### config.mk
export PLATFORM = sky130hd
export DESIGN_NAME = filter_mixer
export DESIGN_NICKNAME = d
export VERILOG_FILES = /design/src/rtl/filter_mixer.sv
export SDC_FILE = /design/constraint.sdc
export NUM_CORES = 1
export LEC_CHECK = 0
export CORE_AREA = 2 2 119 208
export DETAILED_ROUTE_END_ITERATION = 16
export DIE_AREA = 0 0 121 210
export GPL_ROUTABILITY_DRIVEN = 0
export GPL_TIMING_DRIVEN = 1
export PLACE_DENSITY = 0.8
export SYNTH_ARGS = -nofsm -noshare
export SYNTH_HDL_FRONTEND = slang
export SYNTH_SLANG_ARGS = --single-unit
export TNS_END_PERCENT = 100
### constraint.sdc
create_clock -name clk -period 4.72 [get_ports clk]
set_input_delay 0.708 -clock clk [delete_from_list [all_inputs] [get_ports clk]]
set_output_delay 0.708 -clock clk [all_outputs]
set_load 0.02 [all_outputs]
### src/rtl/filter_mixer.sv
// SID filter mixer: routes voices into the filter input, mixes the filter outputs with direct voices, saturates and applies master volume.
// Optional MIXER_EXT_IN_EN routes iExt into the filter or the direct path; timing is identical in both builds.
module filter_mixer #(
  parameter int ACC_W = 19,
  parameter int VOL_W = 4
) (
  input  logic               clk,
  input  logic               rstN,
  input  logic               clkEn,
  input  logic               WR,
  input  logic [4:0]         ADDR,
  input  logic [7:0]         DATA,
  input  logic signed [15:0] iVoice0,
  input  logic signed [15:0] iVoice1,
  input  logic signed [15:0] iVoice2,
  input  logic signed [15:0] iExt,
  input  logic signed [15:0] iLP,
  input  logic signed [15:0] iBP,
  input  logic signed [15:0] iHP,
  output logic signed [15:0] oFilterIn,
  output logic signed [15:0] oOut,
  output logic               oValid
);

  localparam int PROD_W = 16 + VOL_W;
  localparam int CNT_W  = (VOL_W > 1) ? $clog2(VOL_W) : 1;

  typedef enum logic [3:0] {
    IDLE, ACC0, ACC1, ACC2, ACC3, FLT_LP, FLT_BP, FLT_HP, SAT, MUL, DONE
  } state_t;

  function automatic logic signed [ACC_W-1:0] sx(input logic signed [15:0] v);
    return {{(ACC_W-16){v[15]}}, v};
  endfunction

  function automatic logic signed [15:0] sat16(input logic signed [ACC_W-1:0] a);
    if (!a[ACC_W-1] && (|a[ACC_W-2:15]))      return 16'sh7fff;
    else if (a[ACC_W-1] && !(&a[ACC_W-2:15])) return 16'sh8000;
    else                                      return a[15:0];
  endfunction

  state_t                    state;
  logic [3:0]                reg_filt, filt_s;
  logic [7:0]                reg_mode, mode_s;
  logic signed [15:0]        v0_s, v1_s, v2_s, lp_s, bp_s, hp_s;
  logic signed [ACC_W-1:0]   acc_filt, acc_dir, f_ext, ext_filt, ext_dir;
  logic signed [15:0]        mix_s;
  logic signed [PROD_W-1:0]  product, mcand, prod_sh;
  logic [VOL_W-1:0]          vol_sh;
  logic [CNT_W-1:0]          mul_cnt;

`ifdef MIXER_EXT_IN_EN
  logic signed [15:0] ext_s;
  always_ff @(posedge clk or negedge rstN) begin
    if (!rstN)      ext_s <= '0;
    else if (clkEn) ext_s <= iExt;
  end
`else
  logic ext_unused;
  assign ext_unused = ^{iExt, filt_s[3]};
`endif

  always_comb begin
    ext_filt = '0;
    ext_dir  = '0;
`ifdef MIXER_EXT_IN_EN
    if (filt_s[3]) ext_filt = sx(ext_s);
    else           ext_dir  = sx(ext_s);
`endif
    f_ext   = acc_filt + ext_filt;
    mix_s   = sat16(acc_dir);
    prod_sh = product >>> VOL_W;
  end

  // Register file; the snapshot below samples the pre-write value on a shared edge.
  always_ff @(posedge clk or negedge rstN) begin
    if (!rstN) begin
      reg_filt <= '0;
      reg_mode <= '0;
    end else if (WR) begin
      case (ADDR)
        5'h17:   reg_filt <= DATA[3:0];
        5'h18:   reg_mode <= DATA;
        default: ;
      endcase
    end
  end

  always_ff @(posedge clk or negedge rstN) begin
    if (!rstN) begin
      state     <= IDLE;
      filt_s    <= '0;
      mode_s    <= '0;
      v0_s      <= '0;
      v1_s      <= '0;
      v2_s      <= '0;
      lp_s      <= '0;
      bp_s      <= '0;
      hp_s      <= '0;
      acc_filt  <= '0;
      acc_dir   <= '0;
      product   <= '0;
      mcand     <= '0;
      vol_sh    <= '0;
      mul_cnt   <= '0;
      oFilterIn <= '0;
      oOut      <= '0;
      oValid    <= 1'b0;
    end else begin
      oValid <= 1'b0;
      if (clkEn) begin
        // A strobe always wins: any sample in flight is dropped.
        filt_s   <= reg_filt;
        mode_s   <= reg_mode;
        v0_s     <= iVoice0;
        v1_s     <= iVoice1;
        v2_s     <= iVoice2;
        lp_s     <= iLP;
        bp_s     <= iBP;
        hp_s     <= iHP;
        acc_filt <= '0;
        acc_dir  <= '0;
        state    <= ACC0;
      end else begin
        case (state)
          IDLE: ;
          ACC0: begin
            if (filt_s[0]) acc_filt <= acc_filt + sx(v0_s);
            else           acc_dir  <= acc_dir + sx(v0_s);
            state <= ACC1;
          end
          ACC1: begin
            if (filt_s[1]) acc_filt <= acc_filt + sx(v1_s);
            else           acc_dir  <= acc_dir + sx(v1_s);
            state <= ACC2;
          end
          ACC2: begin
            // 3OFF mutes voice 2 on the direct path only.
            if (filt_s[2])      acc_filt <= acc_filt + sx(v2_s);
            else if (!mode_s[7]) acc_dir <= acc_dir + sx(v2_s);
            state <= ACC3;
          end
          ACC3: begin
            acc_filt  <= f_ext;
            acc_dir   <= acc_dir + ext_dir;
            oFilterIn <= sat16(f_ext);
            state     <= FLT_LP;
          end
          FLT_LP: begin
            if (mode_s[4]) acc_dir <= acc_dir + sx(lp_s);
            state <= FLT_BP;
          end
          FLT_BP: begin
            if (mode_s[5]) acc_dir <= acc_dir + sx(bp_s);
            state <= FLT_HP;
          end
          FLT_HP: begin
            if (mode_s[6]) acc_dir <= acc_dir + sx(hp_s);
            state <= SAT;
          end
          SAT: begin
            mcand   <= {{VOL_W{mix_s[15]}}, mix_s};
            product <= '0;
            vol_sh  <= mode_s[VOL_W-1:0];
            mul_cnt <= '0;
            state   <= MUL;
          end
          MUL: begin
            if (vol_sh[0]) product <= product + mcand;
            mcand   <= mcand <<< 1;
            vol_sh  <= vol_sh >> 1;
            mul_cnt <= mul_cnt + 1'b1;
            if (mul_cnt == CNT_W'(VOL_W - 1)) state <= DONE;
          end
          DONE: begin
            oOut   <= prod_sh[15:0];
            oValid <= 1'b1;
            state  <= IDLE;
          end
          default: state <= IDLE;
        endcase
      end
    end
  end

endmodule

# Word-level counts from Yosys, hierarchy flattened

Index checks and enable logic that the tools add are counted.

Bits in registers: 239
Output and inout bits: 33

$add $sub $neg: 11
Equal/unequal tests: 26
Multiplexer cells: 28
Bitwise gates (word level): 1
Reduce and logical (&&, ||, !) cells: 25

Operators by type and width:

| kind                                                                  | count |
|---|---|
| 19-bit 2-to-1 mux                                                     | 12 |
| 19-bit by 16-bit adder with 19-bit output                             | 9 |
| 19-bit case mux with 6 select lines                                   | 1 |
| 20-bit case mux with 2 select lines                                   | 2 |
| 16-bit 2-to-1 mux                                                     | 4 |
| 19-bit case mux with 3 select lines                                   | 1 |
| 4-bit case mux with 10 select lines                                   | 1 |
| 3-bit != test, second input constant                                  | 11 |
| 20-bit adder                                                          | 1 |
| 20-bit 2-to-1 mux                                                     | 1 |
| 4-bit by 3-bit equality test with 1-bit output, second input constant | 4 |
| 4-bit equality test, second input constant                            | 3 |
| 2-bit AND reduction                                                   | 6 |
| 5-bit equality test, second input constant                            | 2 |
| 3-bit AND reduction                                                   | 3 |
| 4-bit by 2-bit equality test with 1-bit output, second input constant | 2 |
| 4-bit 2-to-1 mux                                                      | 2 |
| 4-bit case mux with 2 select lines                                    | 1 |
| 8-bit AND reduction                                                   | 1 |
| 7-bit nonzero test                                                    | 1 |
| 3-bit OR reduction                                                    | 2 |
| 4-bit by 1-bit equality test with 1-bit output, second input constant | 1 |
| 1-bit logical AND                                                     | 4 |
| 1-bit zero test                                                       | 4 |
| other kinds (10)                                                      | 12 |

# Depth between registers and ports, before layout

Gate-level depths: netlist of the first run.

Depth in word-level cells: 6
Depth in mapped cells: 16
Depth with buffers taken out: 14

# Worst setup path before layout of the first run

Ideal clock, no wire load.

Path kind: reg2reg
Start point: register state[2]
End point: register acc_filt[18]
Library setup time: 0.128 ns
Arrival time: 3.437 ns
Setup slack: 1.155 ns
Cell stages (with the launch flop): 16
Cell sequence: dfrtp_1 or3b_1 buf_2 nor2_1 clkbuf_1 nand2_1 nand3_1 ha_1 fa_1 a2111oi_2 o31ai_2 o311ai_1 a21oi_1 nand4_1 a41oi_1 mux2_1

Word-level cells in the longest chain between the ends: 3

RTL lines:

| item                                                                                                                    | RTL line | text |
|---|---|---|
| start: declaration                                                                                                      | 42       | `state_t state;` |
| start signal: assignment                                                                                                | 91       | `state <= IDLE;` |
| start signal: assignment                                                                                                | 123      | `state <= ACC0;` |
| start signal: assignment                                                                                                | 130      | `state <= ACC1;` |
| 4-bit by 2-bit equality test with 1-bit output / 4-bit by 1-bit equality test with 1-bit output (equally long branches) | 125      | `case (state)` |
| 3-bit != test (no source line) (tied with other cells)                                                                  | --       |  |
| 4-bit AND reduction (no source line) / 19-bit 2-to-1 mux (equally long branches)                                        | --       |  |
| end signal: assignment                                                                                                  | 128      | `if (filt_s[0]) acc_filt <= acc_filt + sx(v0_s);` |
| end signal: assignment                                                                                                  | 133      | `if (filt_s[1]) acc_filt <= acc_filt + sx(v1_s);` |
| end signal: assignment                                                                                                  | 139      | `if (filt_s[2]) acc_filt <= acc_filt + sx(v2_s);` |
| end: declaration                                                                                                        | 46       | `logic signed [ACC_W-1:0] acc_filt, acc_dir, f_ext, ext_filt, ext_dir;` |

Several ways; a longest one is shown, not always the timed one.
A chain may end at the register's enable or synchronous reset.

# Worst setup path after layout of the first run

Start point: register state[1]
End point: register acc_filt[18]

Same word-level chain as after synthesis.

==> impl_metrics.csv, run 1 <==
group,metric,value,unit
run_status,status,"complete, no violations",
critical_path,critPathCaptureType,"flop",
floorplan,start_util,54.5,%
layout,drive_gt1_share,15.2,%
flow_run,cap_violations,0,
synthesis,ys_ff_latch,239,
placement,numPortBuffers,145,
drt,drc,0,
critical_path,crit_type,"reg2reg",
placement,placed_cell_area,14600,sq um
critical_path,crit_chain,"or3b_1 -> nor2_1 -> buf_4 -> a22oi_1 -> nand2_1 -> fa_1 -> a2111oi_2 -> o31ai_2 -> o311ai_1 -> a21oi_1 -> a22o_1 -> a41oi_1 -> mux2_1",
synthesis,synthCells,1262,
critical_path,critical_path_arrival,4.68,ns
synthesis,synthesis.area,12900,sq um
sta,setup_tns,0,ns
layout,fin_area,15500,sq um
min_path,holdCritPathClass,"in2async",
critical_path,path_max_fanout,18,
drt,viasPerCell,6.00,
synthesis,yosysSeqAreaShare,46.2,%
critical_path,crit_slowest_cell,"or3b_1",
pwr,p_seq_share,38.1,%
sta,finalHoldViolCount,0,
drt,wl_per_cell,18.8,um
cts,cts.repair.resized,0,
cts,cts_buffers,23,
synthesis,yosysWarnings,0,
critical_path,reg2reg_depth,13,
synthesis,synthMostInstantiatedCell,"dfrtp_1",
synthesis,synth_common_cells,"dfrtp_1 (239), nand2_1 (202), mux2_2 (137), a21oi_1 (69), nor2_1 (62)",
cts,worstSkewPairLatency,0.54,ns
cts,post_cts_buffers,0,
sta,period_share,90.3,%
placement,place_hpwl,23700,um
drt,drtAntennaViolNets,0,
grt,grt_max_degree,113,
pwr,internal_power,4770,uW
sta,rsz0062_at_grt,"no",
pwr,p_sw_share,34.7,%
floorplan,design.die.area,25400,sq um
pwr,p_clk_share,28.1,%
critical_path,r2r_start,"state[1]$_DFFE_PN0P_",
sta,fmax,0.235,GHz
critical_path,ff2ff_setup_slack,0.46,ns
layout,final_nets,1571,
pwr,p_leak,0.00704,uW
drt,drt_iter0_markers,610,
drt,vias,10255,
critical_path,endpoint,"acc_filt[18]$_DFFE_PN0P_",
drt,drt_first_pass_iters,6,
cts,cts_root_buffer,"clkbuf_16",
critical_path,cp-start-kind,"flop",
cts,cts_tree,"done",
sta,setup_viol,0,
synthesis,avgSynthCellArea,10.3,sq um
cts,cts_sinks,239,
pwr,power.density,472,nW/um^2
layout,syn_to_final_growth,19.7,%
synthesis,async_flop_share,100,%
drt,wl,32200,um
floorplan,die_y,210,um
sta,fin_crit,4.26,ns
sta,fin_skew,0.0114,ns
critical_path,cp_slowest_stage_delay,0.60,ns
grt,grt_usage,25.6,%
cts,cts_max_level,1,
synthesis,synth_top_flop_cell,"dfrtp_1",
grt,grt_pass1_vias,10342,
synthesis,synth_edf_count,0,
pwr,max-vdd-ir-drop,292,uV
synthesis,synth_area_leaders,"dfrtp_1 (46%), mux2_2 (12%), nand2_1 (5.9%)",
sta,slew_violations,0,
critical_path,required,5.14,ns
grt,grt_overflow_total,0,
synthesis,syn_nets,1451,
pwr,p_sw,2530,uW
critical_path,rr_endpoint,"acc_filt[18]$_DFFE_PN0P_",
sta,max_slew_margin,36.9,%
grt,antenna_found_initial,3,
cts,cts_buffer_depth,3,
cts,clk_pin_slew,0.06,ns
floorplan,die_width,121,um
floorplan,ioPinCount,162,
floorplan,placementRows,75,
synthesis,synth_top_area_cell,"dfrtp_1",
critical_path,startpoint,"state[1]$_DFFE_PN0P_",
synthesis,synth_cell_types,75,
grt,grt_pass1_wl,51800,um
floorplan,core_area,23700,sq um
sta,worst_pin_slew,0.947,ns
synthesis,synth_top_cell_area_share,46.2,%
cts,cts_hold_buf,0,
pwr,p_comb_share,33.8,%
==> worst max-delay path, delay by kind of cell (launching register included) <==
kind,cells,cell delay [ns]
AOI/OAI and AO/OA,7,1.83
and+or+nand+nor,3,0.88
adders and majority gates,1,0.49
DFF,1,0.37
muxes,1,0.34
buffers and inverters,1,0.21
==> routing by layer <==
metal,routed length (um),track usage [%]
met1,11700,27.5
met2,17300,47.8
met3,1200,2.87
met4,2040,14.1
met5,0,0
==> stage by stage <==
step | std cells | hold slack (ns) | worst slack, ns | total power (uW) | util, %
final | 1710 | 0.211 | 0.460 | 7300 | 65.2
after global routing | 1710 | 0.290 | 0.335 | 7700 | 65.2
after CTS | 1707 | 0.264 | 0.523 | 7310 | 65.2
after detailed placement | 1665 | 0.459 | 0.560 | 5250 | 61.6
after global placement | 1665 | 0.451 | 0.589 | 5150 | 61.6
after floorplan | 1262 | 0.412 | 1.16 | 4480 | -
==> worst min-delay path by stage <==
stage	startpoint	to	slack (ns)	cells past startpoint
6_report	rstN	reg_mode[0]$_DFFE_PN0P_	0.21	1
5_1_grt	rstN	reg_mode[0]$_DFFE_PN0P_	0.29	1
2_1_floorplan	rstN	acc_dir[0]$_DFFE_PN0P_	0.41	0
4_1_cts	rstN	reg_mode[0]$_DFFE_PN0P_	0.26	1
3_3_place_gp	oFilterIn[11]$_DFFE_PN0P_	oFilterIn[11]$_DFFE_PN0P_	0.45	2
3_5_place_dp	oFilterIn[3]$_DFFE_PN0P_	oFilterIn[3]$_DFFE_PN0P_	0.46	2
==> sequential cells by signal (all words and copies together), names as in the netlist, 19 cells and up <==
signal / cells
acc_dir: 19
acc_filt: 19
mcand: 20
product: 20
==> logic make-up after synthesis <==
| group | share of synthesized area (%) |
|---|---|
| DFF | 46.2 |
| xor gates and xnor gates | 2.30 |
| adders and majority gates | 5.98 |
| buffers and inverters | 2.55 |
| AOI/OAI and AO/OA | 15.9 |
| muxes | 13.1 |
| and+or+nand+nor | 13.9 |
==> cell type report <==
cell class	count	area, sq um
diodes	3	7.51
clock buffers	31	636
inverters	14	52.6
multi-input cells	943	6640
repair buffers	161	1580
well taps	308	385
fillers	1856	8260
clock inverters	11	204
flip-flops and latches	239	5980
==> cells in the final DEF, fill, tap and decap left out, drive strengths merged, types with 18 or more instances in the layout <==
| cell | instances |
|---|---|
| o211ai | 20 |
| buf | 18 |
| o21ai | 54 |
| ha | 57 |
| a22oi | 36 |
| a22o | 21 |
| xnor2 | 24 |
| nor2 | 64 |
| a21o | 22 |
| a21oi | 70 |
| clkbuf | 31 |
| clkdlybuf4s50 | 143 |
| dfrtp | 239 |
| mux2 | 139 |
| nand2 | 202 |
| nand3 | 30 |
==> power groups by stage <==
stage,Combinational [uW],Sequential (uW),Clock [uW]
finish,2470,2780,2050
global route,2720,2830,2160
CTS,2460,2780,2080
detailed placement,2430,2810,0
global placement,2360,2790,0
floorplan,1750,2730,0
Note: power is estimated with default switching activity, not from simulation.
==> inputs of run 2 (changes only) <==
==> constraint.sdc (replaced) <==
create_clock -name clk -period 4.72 [get_ports clk]
set_input_delay 0.472 -clock clk [delete_from_list [all_inputs] [get_ports clk]]
set_output_delay 0.472 -clock clk [all_outputs]
set_load 0.02 [all_outputs]
==> impl_metrics.csv, run 2 (synthesis gave the netlist of run 1 again) <==
group,metric,value,unit
run_status,status,"complete, no violations",
sta,worst_pin_slew,0.954,ns
critical_path,ff2ff_setup_slack,0.47,ns
layout,syn_to_final_growth,18.6,%
floorplan,design.die.area,25400,sq um
critical_path,required,5.14,ns
grt,grt_overflow_total,0,
cts,worstSkewPairLatency,0.55,ns
layout,final_cell_mix,"dfrtp_1 (239), nand2_1 (202), clkdlybuf4s50_1 (143)",
grt,antenna_found_initial,1,
pwr,p_sw_share,35.4,%
floorplan,die_y,210,um
pwr,internal_power,4520,uW
pwr,p_clk_share,25.2,%
layout,final_nets,1570,
sta,finalHoldViolCount,0,
sta,worst_slack,0.475,ns
placement,numPortBuffers,145,
critical_path,crit_type,"reg2reg",
critical_path,critical_path_arrival,4.67,ns
floorplan,start_util,54.5,%
pwr,p_leak,0.00698,uW
floorplan,core_area,23700,sq um
critical_path,crit_chain,"or3b_1 -> nor2_1 -> buf_4 -> a22oi_1 -> nand2_1 -> fa_1 -> a2111oi_2 -> o31ai_2 -> o311ai_1 -> a21oi_1 -> a22o_1 -> a41oi_1 -> mux2_1",
sta,fin_skew,0.0192,ns
cts,cts.repair.resized,0,
floorplan,ioPinCount,162,
critical_path,crit_slowest_cell,"or3b_1",
placement,place_hpwl,24000,um
layout,drive_gt1_share,15.0,%
drt,viasPerCell,6.00,
grt,grt_pass1_vias,10446,
pwr,p_sw,2480,uW
cts,cts_buffer_depth,3,
critical_path,rr_endpoint,"acc_filt[18]$_DFFE_PN0P_",
cts,cts_max_level,1,
layout,final_common_cell,"dfrtp_1",
critical_path,cp_slowest_stage_delay,0.61,ns
pwr,max-vdd-ir-drop,317,uV
critical_path,crit_family,"compound AO/OA/AOI/OAI gates",
critical_path,cp-start-kind,"flop",
pwr,power.density,457,nW/um^2
sta,fin_crit,4.25,ns
sta,max_slew_margin,36.4,%
cts,cts_root_buffer,"clkbuf_16",
floorplan,placementRows,75,
floorplan,die_width,121,um
grt,grt_usage,25.7,%
critical_path,critPathCaptureType,"flop",
cts,cts_tree,"done",
critical_path,worstSetupPathDepth,13,
placement,pre_cts_ws,0.496,ns
sta,fmax,0.236,GHz
drt,drtAntennaViolNets,0,
cts,clk_pin_slew,0.07,ns
pwr,p_seq_share,39.7,%
sta,slew_violations,0,
cts,cts_sinks,239,
drt,vias,10232,
layout,reg_top3,"mcand x20, product x20",
pwr,p_comb_share,35.1,%
drt,wl,31900,um
sta,setup_viol,0,
grt,grt_pass1_wl,52200,um
sta,period_share,89.9,%
sta,rsz0062_at_grt,"no",
sta,whs,0.00556,ns
cts,cts_hold_buf,0,
drt,wl_per_cell,18.7,um
sta,setup_tns,0,ns
cts,post_cts_buffers,0,
drt,drt_iter0_markers,544,
flow_run,cap_violations,0,
grt,grt_max_degree,128,
drt,drt_first_pass_iters,5,
critical_path,reg2reg_depth,13,
critical_path,r2r_start,"state[1]$_DFFE_PN0P_",
cts,cts_buffers,22,
min_path,holdCritPathClass,"in2async",
drt,drc,0,
layout,post-route-util,64.6,%
critical_path,path_max_fanout,18,
critical_path,cp_num_buf_inv,1,
[run 2: layer usage]
metal | part of all wire, % | vias up | GRT usage (%) | wire length (um)
li1 | - | 4854 | - | -
met1 | 36 | 5026 | 27.1 | 11600
met2 | 54 | 261 | 47.7 | 17200
met3 | 3.3 | 91 | 2.81 | 1070
met4 | 6.3 | 0 | 15.8 | 2010
met5 | 0 | - | 0 | 0
[run 2: power groups by stage]
stage	Sequential (uW)	Clock [uW]	Combinational, uW
4_1_cts	2780	1800	2450
2_1_floorplan	2730	0	1750
5_1_grt	2830	1870	2710
3_5_place_dp	2820	0	2430
6_report	2790	1760	2460
3_3_place_gp	2800	0	2350
[run 2: worst reg2reg max path, stage by stage, from the launching register on]
cell and delay, ns:
dfrtp_1 0.37, or3b_1 0.61, nor2_1 0.08, buf_4 0.22, a22oi_1 0.29, nand2_1 0.18
fa_1 0.49, a2111oi_2 0.43, o31ai_2 0.15, o311ai_1 0.35, a21oi_1 0.20, a22o_1 0.22
a41oi_1 0.20, mux2_1 0.34
[run 2: worst max path at each step]
stage	endpoint	slack (ns)	from
2_1_floorplan	acc_filt[18]$_DFFE_PN0P_	1.16	state[2]$_DFFE_PN0P_
3_5_place_dp	acc_filt[18]$_DFFE_PN0P_	0.50	state[1]$_DFFE_PN0P_
3_3_place_gp	acc_filt[18]$_DFFE_PN0P_	0.66	state[1]$_DFFE_PN0P_
5_1_grt	acc_filt[18]$_DFFE_PN0P_	0.23	state[1]$_DFFE_PN0P_
6_report	acc_filt[18]$_DFFE_PN0P_	0.47	state[1]$_DFFE_PN0P_
4_1_cts	acc_filt[18]$_DFFE_PN0P_	0.45	state[1]$_DFFE_PN0P_
[run 2: layout make-up]
class                      count  area (sq um)
antenna                        1          2.50
fill                        1848          8400
clock buffer                  35           679
clock inverter                 3          26.3
multi-input combinational    943          6640
tap                          308           385
sequential                   239          5980
timing repair buffer         161          1580
inverter                      14          52.6
[run 2: stage by stage]
step                total power, uW  cell area, sq um  cells
floorplan                      4480             12900   1262
global placement               5150             14600   1665
detailed placement             5250             14600   1665
CTS                            7030             15300   1703
global route                   7410             15300   1704
finish                         7010             15300   1704
